[src/rtl/bcd_pkg.sv]
// -----------------------------------------------------------------------------
// bcd_pkg
//  Shared definitions for the BCD counter/decoder slice.
//  BCD_W         width of one BCD digit
//  BCD_MAX       largest legal digit value
//  bcd_onehot    nibble -> 10-line one-hot (all zero for an illegal nibble)
//  bcd_sanitise  nibble -> itself when 0..9, otherwise 0
// -----------------------------------------------------------------------------
package bcd_pkg;

  localparam int             BCD_W   = 4;
  localparam logic [BCD_W-1:0] BCD_MAX = 4'd9;

  function automatic logic [9:0] bcd_onehot(input logic [BCD_W-1:0] nibble);
    logic [9:0] res;
    res = '0;
    if (nibble <= BCD_MAX) res[nibble] = 1'b1;
    return res;
  endfunction

  function automatic logic [BCD_W-1:0] bcd_sanitise(input logic [BCD_W-1:0] nibble);
    return (nibble > BCD_MAX) ? '0 : nibble;
  endfunction

endpackage

[src/rtl/bcd_digit.sv]
// -----------------------------------------------------------------------------
// bcd_digit
//  One decade of the cascaded BCD up/down counter.
//  Ports:
//    clk, rstn   clock, asynchronous active-low reset
//    load, ld    parallel load strobe and value (sanitised to 0..9 on load)
//    step        count enable shared by all decades
//    up          direction: 1 = increment, 0 = decrement
//    cin         ripple in from the less-significant decade (1 for digit 0)
//    q           current digit value, always 0..9
//    cout        ripple out: this decade is rolling over on this edge
// -----------------------------------------------------------------------------
module bcd_digit
  import bcd_pkg::*;
(
  input  logic             clk,
  input  logic             rstn,
  input  logic             load,
  input  logic [BCD_W-1:0] ld,
  input  logic             step,
  input  logic             up,
  input  logic             cin,
  output logic [BCD_W-1:0] q,
  output logic             cout
);

  // NOTE: sequential state is written with non-blocking assignments so every
  // decade samples the pre-edge values of its neighbours.
  always_ff @(posedge clk or negedge rstn) begin
    if (!rstn) begin
      q <= '0;
    end else if (load) begin
      q <= bcd_sanitise(ld);
    end else if (step && cin) begin
      if (up) q <= (q == BCD_MAX) ? '0 : q + 4'd1;
      else    q <= (q == '0) ? BCD_MAX : q - 4'd1;
    end
  end

  // Rollover is combinational so a full-width ripple settles within one cycle.
  assign cout = step & cin & (up ? (q == BCD_MAX) : (q == '0));

endmodule

[src/rtl/bcd_count_dec.sv]
// -----------------------------------------------------------------------------
// bcd_count_dec
//  N-digit cascaded BCD up/down counter with a time-multiplexed one-hot digit
//  decoder for a scanned numeric display.
//  Parameters:
//    DIGITS    number of BCD decades (>=1)
//    SCAN_DIV  cycles each digit stays selected during scan (>=1)
//  Ports:
//    clk, rstn  clock, asynchronous active-low reset
//    en, up     count enable / direction (1 = up)
//    load       parallel load strobe, wins over en
//    load_val   BCD value to load, digit 0 in [3:0]
//    count      current BCD count, digit 0 in [3:0]
//    carry      registered one-cycle pulse on full-range wrap
//    scan_sel   one-hot select of the digit currently scanned
//    o          one-hot decode of the scanned digit
//  Build option: BCD_COUNT_DEC_BLANK_EN enables leading-zero blanking (o=0 for
//  any digit above the most-significant nonzero digit; digit 0 never blanked).
// -----------------------------------------------------------------------------
module bcd_count_dec
  import bcd_pkg::*;
#(
  parameter int DIGITS   = 4,
  parameter int SCAN_DIV = 16
)(
  input  logic                    clk,
  input  logic                    rstn,
  input  logic                    en,
  input  logic                    up,
  input  logic                    load,
  input  logic [BCD_W*DIGITS-1:0] load_val,
  output logic [BCD_W*DIGITS-1:0] count,
  output logic                    carry,
  output logic [DIGITS-1:0]       scan_sel,
  output logic [9:0]              o
);

  localparam int DIV_W = (SCAN_DIV > 1) ? $clog2(SCAN_DIV) : 1;
  localparam int IDX_W = (DIGITS > 1) ? $clog2(DIGITS) : 1;
  localparam logic [DIV_W-1:0] DIV_LAST = DIV_W'(SCAN_DIV - 1);
  localparam logic [IDX_W-1:0] IDX_LAST = IDX_W'(DIGITS - 1);

  // ---------------------------------------------------------------- counter
  logic [DIGITS:0] chain;
  assign chain[0] = 1'b1;

  for (genvar g = 0; g < DIGITS; g++) begin : g_digit
    bcd_digit u_digit (
      .clk  (clk),
      .rstn (rstn),
      .load (load),
      .ld   (load_val[g*BCD_W +: BCD_W]),
      .step (en),
      .up   (up),
      .cin  (chain[g]),
      .q    (count[g*BCD_W +: BCD_W]),
      .cout (chain[g+1])
    );
  end

  // A ripple out of the top decade is exactly the full-range wrap; load
  // overrides counting, so it also suppresses the pulse.
  always_ff @(posedge clk or negedge rstn) begin
    if (!rstn) carry <= 1'b0;
    else       carry <= chain[DIGITS] & ~load;
  end

  // ---------------------------------------------------------------- scan
  logic [DIV_W-1:0] div;
  logic [IDX_W-1:0] idx;

  always_ff @(posedge clk or negedge rstn) begin
    if (!rstn) begin
      div <= '0;
      idx <= '0;
    end else if (div == DIV_LAST) begin
      div <= '0;
      idx <= (idx == IDX_LAST) ? '0 : idx + 1'b1;
    end else begin
      div <= div + 1'b1;
    end
  end

  // ---------------------------------------------------------------- decode
  logic [BCD_W-1:0] cur;
  logic             blank_cur;

  // NOTE: every always_comb output gets a default first so no path can
  // leave it unassigned and infer a latch.
  always_comb begin
    scan_sel  = '0;
    cur       = '0;
    blank_cur = 1'b0;
    for (int i = 0; i < DIGITS; i++) begin
      if (idx == IDX_W'(i)) begin
        scan_sel[i] = 1'b1;
        cur         = count[i*BCD_W +: BCD_W];
`ifdef BCD_COUNT_DEC_BLANK_EN
        // Blank when this digit and every higher one are zero.
        blank_cur   = (i != 0) && ((count >> (BCD_W*i)) == '0);
`endif
      end
    end
    o = blank_cur ? 10'b0 : bcd_onehot(cur);
  end

endmodule

[config.mk]
export PLATFORM = sky130hd
export DESIGN_NAME = bcd_count_dec
export DESIGN_NICKNAME = d
export VERILOG_FILES = /design/src/rtl/bcd_pkg.sv /design/src/rtl/bcd_digit.sv /design/src/rtl/bcd_count_dec.sv
export SDC_FILE = /design/constraint.sdc
export NUM_CORES = 1
export LEC_CHECK = 0
export ABC_AREA = 1
export CORE_MARGIN = 2
export CORE_UTILIZATION = 54
export DETAILED_ROUTE_END_ITERATION = 10
export PLACE_DENSITY = 0.92
export SLEW_MARGIN = 5
export SYNTH_ARGS = -nofsm -noshare
export SYNTH_HDL_FRONTEND = slang
export SYNTH_SLANG_ARGS = --single-unit
[constraint.sdc]
create_clock -name clk -period 2.55 [get_ports clk]
set_input_delay 0.255 -clock clk [delete_from_list [all_inputs] [get_ports clk]]
set_output_delay 0.255 -clock clk [all_outputs]
set_load 0.02 [all_outputs]
==> impl_metrics.tcl <==
set metrics [dict create \
    antenna_found_initial 0 \
    grt_overflow 0 \
    drv_cap 0 \
    crit_type "reg2out" \
    gp_congestion 0.906 \
    ant_nets 0 \
    crit-reg2reg-launch "g_digit[0].u_digit.q[1]" \
    fin_skew_ns 0.00695 \
    post-cts-setup-buffers 0 \
    hpwlAfterDp_mm 4.15 \
    clk-insertion-delay-late_ns 0.27 \
    p_leak_nw 1.42 \
    cts_buffers 3 \
    synthArstFlopShare 1.00 \
    clk_pin_slew_ns 0.09 \
    reg2reg_slack_ns 1.02 \
    grt_pass1_vias 2109 \
    io_buffers 51 \
    synth_fp_nets 378 \
    htree_levels 1 \
    switching_power_uw 602 \
    fin_util 0.725 \
    first_iter_violations 159 \
    totalWireLength_mm 5.30 \
    hp-class "in2async" \
    fillers 333 \
    fp.coreArea_um2 3690 \
    r2r_cells 9 \
    hold_viol 0 \
    post-place-ws_ns 0.199 \
    post_synth.cell_area_avg_um2 5.95 \
    vdd_drop_max_mv 0.394 \
    slew_headroom 0.505 \
    drc 0 \
    ys_warn_count 0 \
    tightestPinTransition_ns 0.742 \
    synth.distinct_cells 27 \
    die_x_um 66.3 \
    arrival_ns 2.12 \
    grt_max_degree 24 \
    clockBufferDepth 2 \
    start_util 0.568 \
    synthCells 352 \
    ios 52 \
    finalSetupViolations 0 \
    regArea_um2 576 \
    multi_input_area_um2 1320 \
    internal-power_uw 776 \
    final_cell_mix "124 x nand2_1, 48 x nand3_1, 41 x clkdlybuf4s50_1" \
    required_ns 2.30 \
    root_buffer "clkbuf_8" \
    fin_crit_ns 2.37 \
    vias_per_cell 5.32 \
    num-nets-final 427 \
    synth_ff_type "dfrtp_1" \
    endpoint_kind "output port" \
    ys_ff_latch 23 \
    grt_util_all_layers 0.261 \
    n_antenna_cell 0 \
    vias 2382 \
    cp_max_fo 6 \
    fin_crit_sh 0.930 \
    pwr-share-clk 0.171 \
    die_height_um 66.3 \
    yosysTopAreaCellShare 0.275 \
    worst_slack_ns 0.179 \
    synth_enable_flop_cells 0 \
    pwr-share-seq 0.360 \
    timing.rr.end "g_digit[3].u_digit.q[0]" \
    dr.pass1.iters 4 \
    powerDensity_nw_per_um2 515 \
    p_comb_frac 0.469 \
    wl_per_cell_um 11.8 \
    die-area_um2 4400 \
    area_growth_pct 27.6 \
    p_sw_frac 0.437 \
    cts_tree "built" \
    layout.cells.most_common "nand2_1" \
    rsz0062_at_grt "true" \
    grt_pass1_wl_mm 9.03 \
    syn_area_um2 2100 \
    status "finished, final reports clean" \
    yosysSeqAreaShare 0.275 \
    start_kind "flop" \
    ctsHoldBuffers 0 \
    num_rows 22 \
    synthTopCellsByArea "dfrtp_1 27%, nand2_1 22%, nand3_1 11%, nor2_1 6.8%, inv_1 5.0%" \
    fmax_mhz 422 \
    maxSlewViolCount 0 \
    drive_gt1_frac 0.0825 \
    synth_top_area_cell "dfrtp_1" \
    cts_sinks 23 \
]
==> layer usage <==
| metal | part of all wire | wire [µm] | vias up | track usage |
|---|---|---|---|---|
| met5 | 0 | 0 | - | 0 |
| met4 | 0.019 | 99 | 0 | 0.0944 |
| met3 | 0.075 | 396 | 13 | 0.0239 |
| met2 | 0.47 | 2480 | 99 | 0.431 |
| met1 | 0.44 | 2330 | 1047 | 0.353 |
| li1 | - | - | 1223 | - |
==> cell usage after synthesis, types with 2 or more instances <==
cell type	number
nand2_1	124
nand3_1	48
nor2_1	38
inv_1	28
dfrtp_1	23
o21ai_0	16
a21oi_1	15
inv_2	12
o21ai_1	9
clkbuf_1	6
ha_1	5
buf_2	4
nand2_4	3
nor2_2	3
nor2_4	3
a22oi_1	2
nand2_2	2
o211ai_1	2
==> worst max-delay path, cell delays in order (launching register included) <==
cell and delay, ns:
dfrtp_1 0.41, inv_1 0.10, ha_1 0.22, inv_1 0.12, nand3_1 0.08, nand2_1 0.06
a22oi_1 0.20, nand3_1 0.18, nor2_1 0.14, dlygate4sd2_1 0.34
==> registers in the layout, indices dropped and copies added (netlist names) <==
register	flops
idx	2
div	4
carry	1
g_digit.u_digit.q	16
==> through the flow <==
| step | hold WS [ns] | instances | TNS [ns] | instance area (µm²) | total power [mW] |
|---|---|---|---|---|---|
| 2_1_floorplan | -0.0406 | 352 | 0 | 2100 | 0.915 |
| 3_3_place_gp | 0.472 | 444 | 0 | 2640 | 1.14 |
| 3_5_place_dp | 0.479 | 444 | 0 | 2640 | 1.15 |
| 4_1_cts | 0.341 | 448 | 0 | 2680 | 1.38 |
| 5_1_grt | 0.373 | 448 | -0.00601 | 2680 | 1.49 |
| 6_report | 0.335 | 448 | 0 | 2680 | 1.38 |
==> worst max-delay path by stage <==
| stage | to | slack [ns] | cells past startpoint | from |
|---|---|---|---|---|
| CTS | o[3] | 0.17 | 9 | idx[1] |
| finish | o[3] | 0.18 | 9 | idx[1] |
| global placement | o[0] | 0.28 | 8 | idx[0] |
| detailed placement | o[3] | 0.20 | 9 | idx[1] |
| global route | o[3] | -0.006 | 8 | idx[0] |
| floorplan | o[0] | 0.59 | 8 | idx[1] |
==> area by class of cell <==
type,count,area share
clock buffer,4,0.0168
multi-input combinational,278,0.492
timing repair buffer,55,0.197
sequential,23,0.215
tap,48,0.0225
inverter,40,0.0561
==> repair_timing <==
action                                  4_1_cts  5_1_grt
hold endpoints to repair                      0        0
resized for setup                            10        0
pin swaps                                     0        0
endpoints found under the setup margin       10        1
==> power by group through the flow <==
stage | registers (mW) | clock network (mW) | logic, mW
3_5_place_dp | 0.499 | 0 | 0.656
3_3_place_gp | 0.499 | 0 | 0.641
2_1_floorplan | 0.518 | 0 | 0.397
4_1_cts | 0.494 | 0.240 | 0.646
5_1_grt | 0.506 | 0.258 | 0.726
6_report | 0.496 | 0.236 | 0.647
==> cell families (layout without fill, tap and decap cells) <==
kind of cell | Yosys count | count (layout) | share of synthesized area
AOI/OAI and AO/OA | 45 | 45 | 0.113
buffers and inverters | 51 | 99 | 0.0973
xor gates and xnor gates | 1 | 1 | 0.00418
DFF | 23 | 23 | 0.275
adders and majority gates | 5 | 5 | 0.0299
and+or+nand+nor | 227 | 227 | 0.481
(Power assumes the default switching activity.)
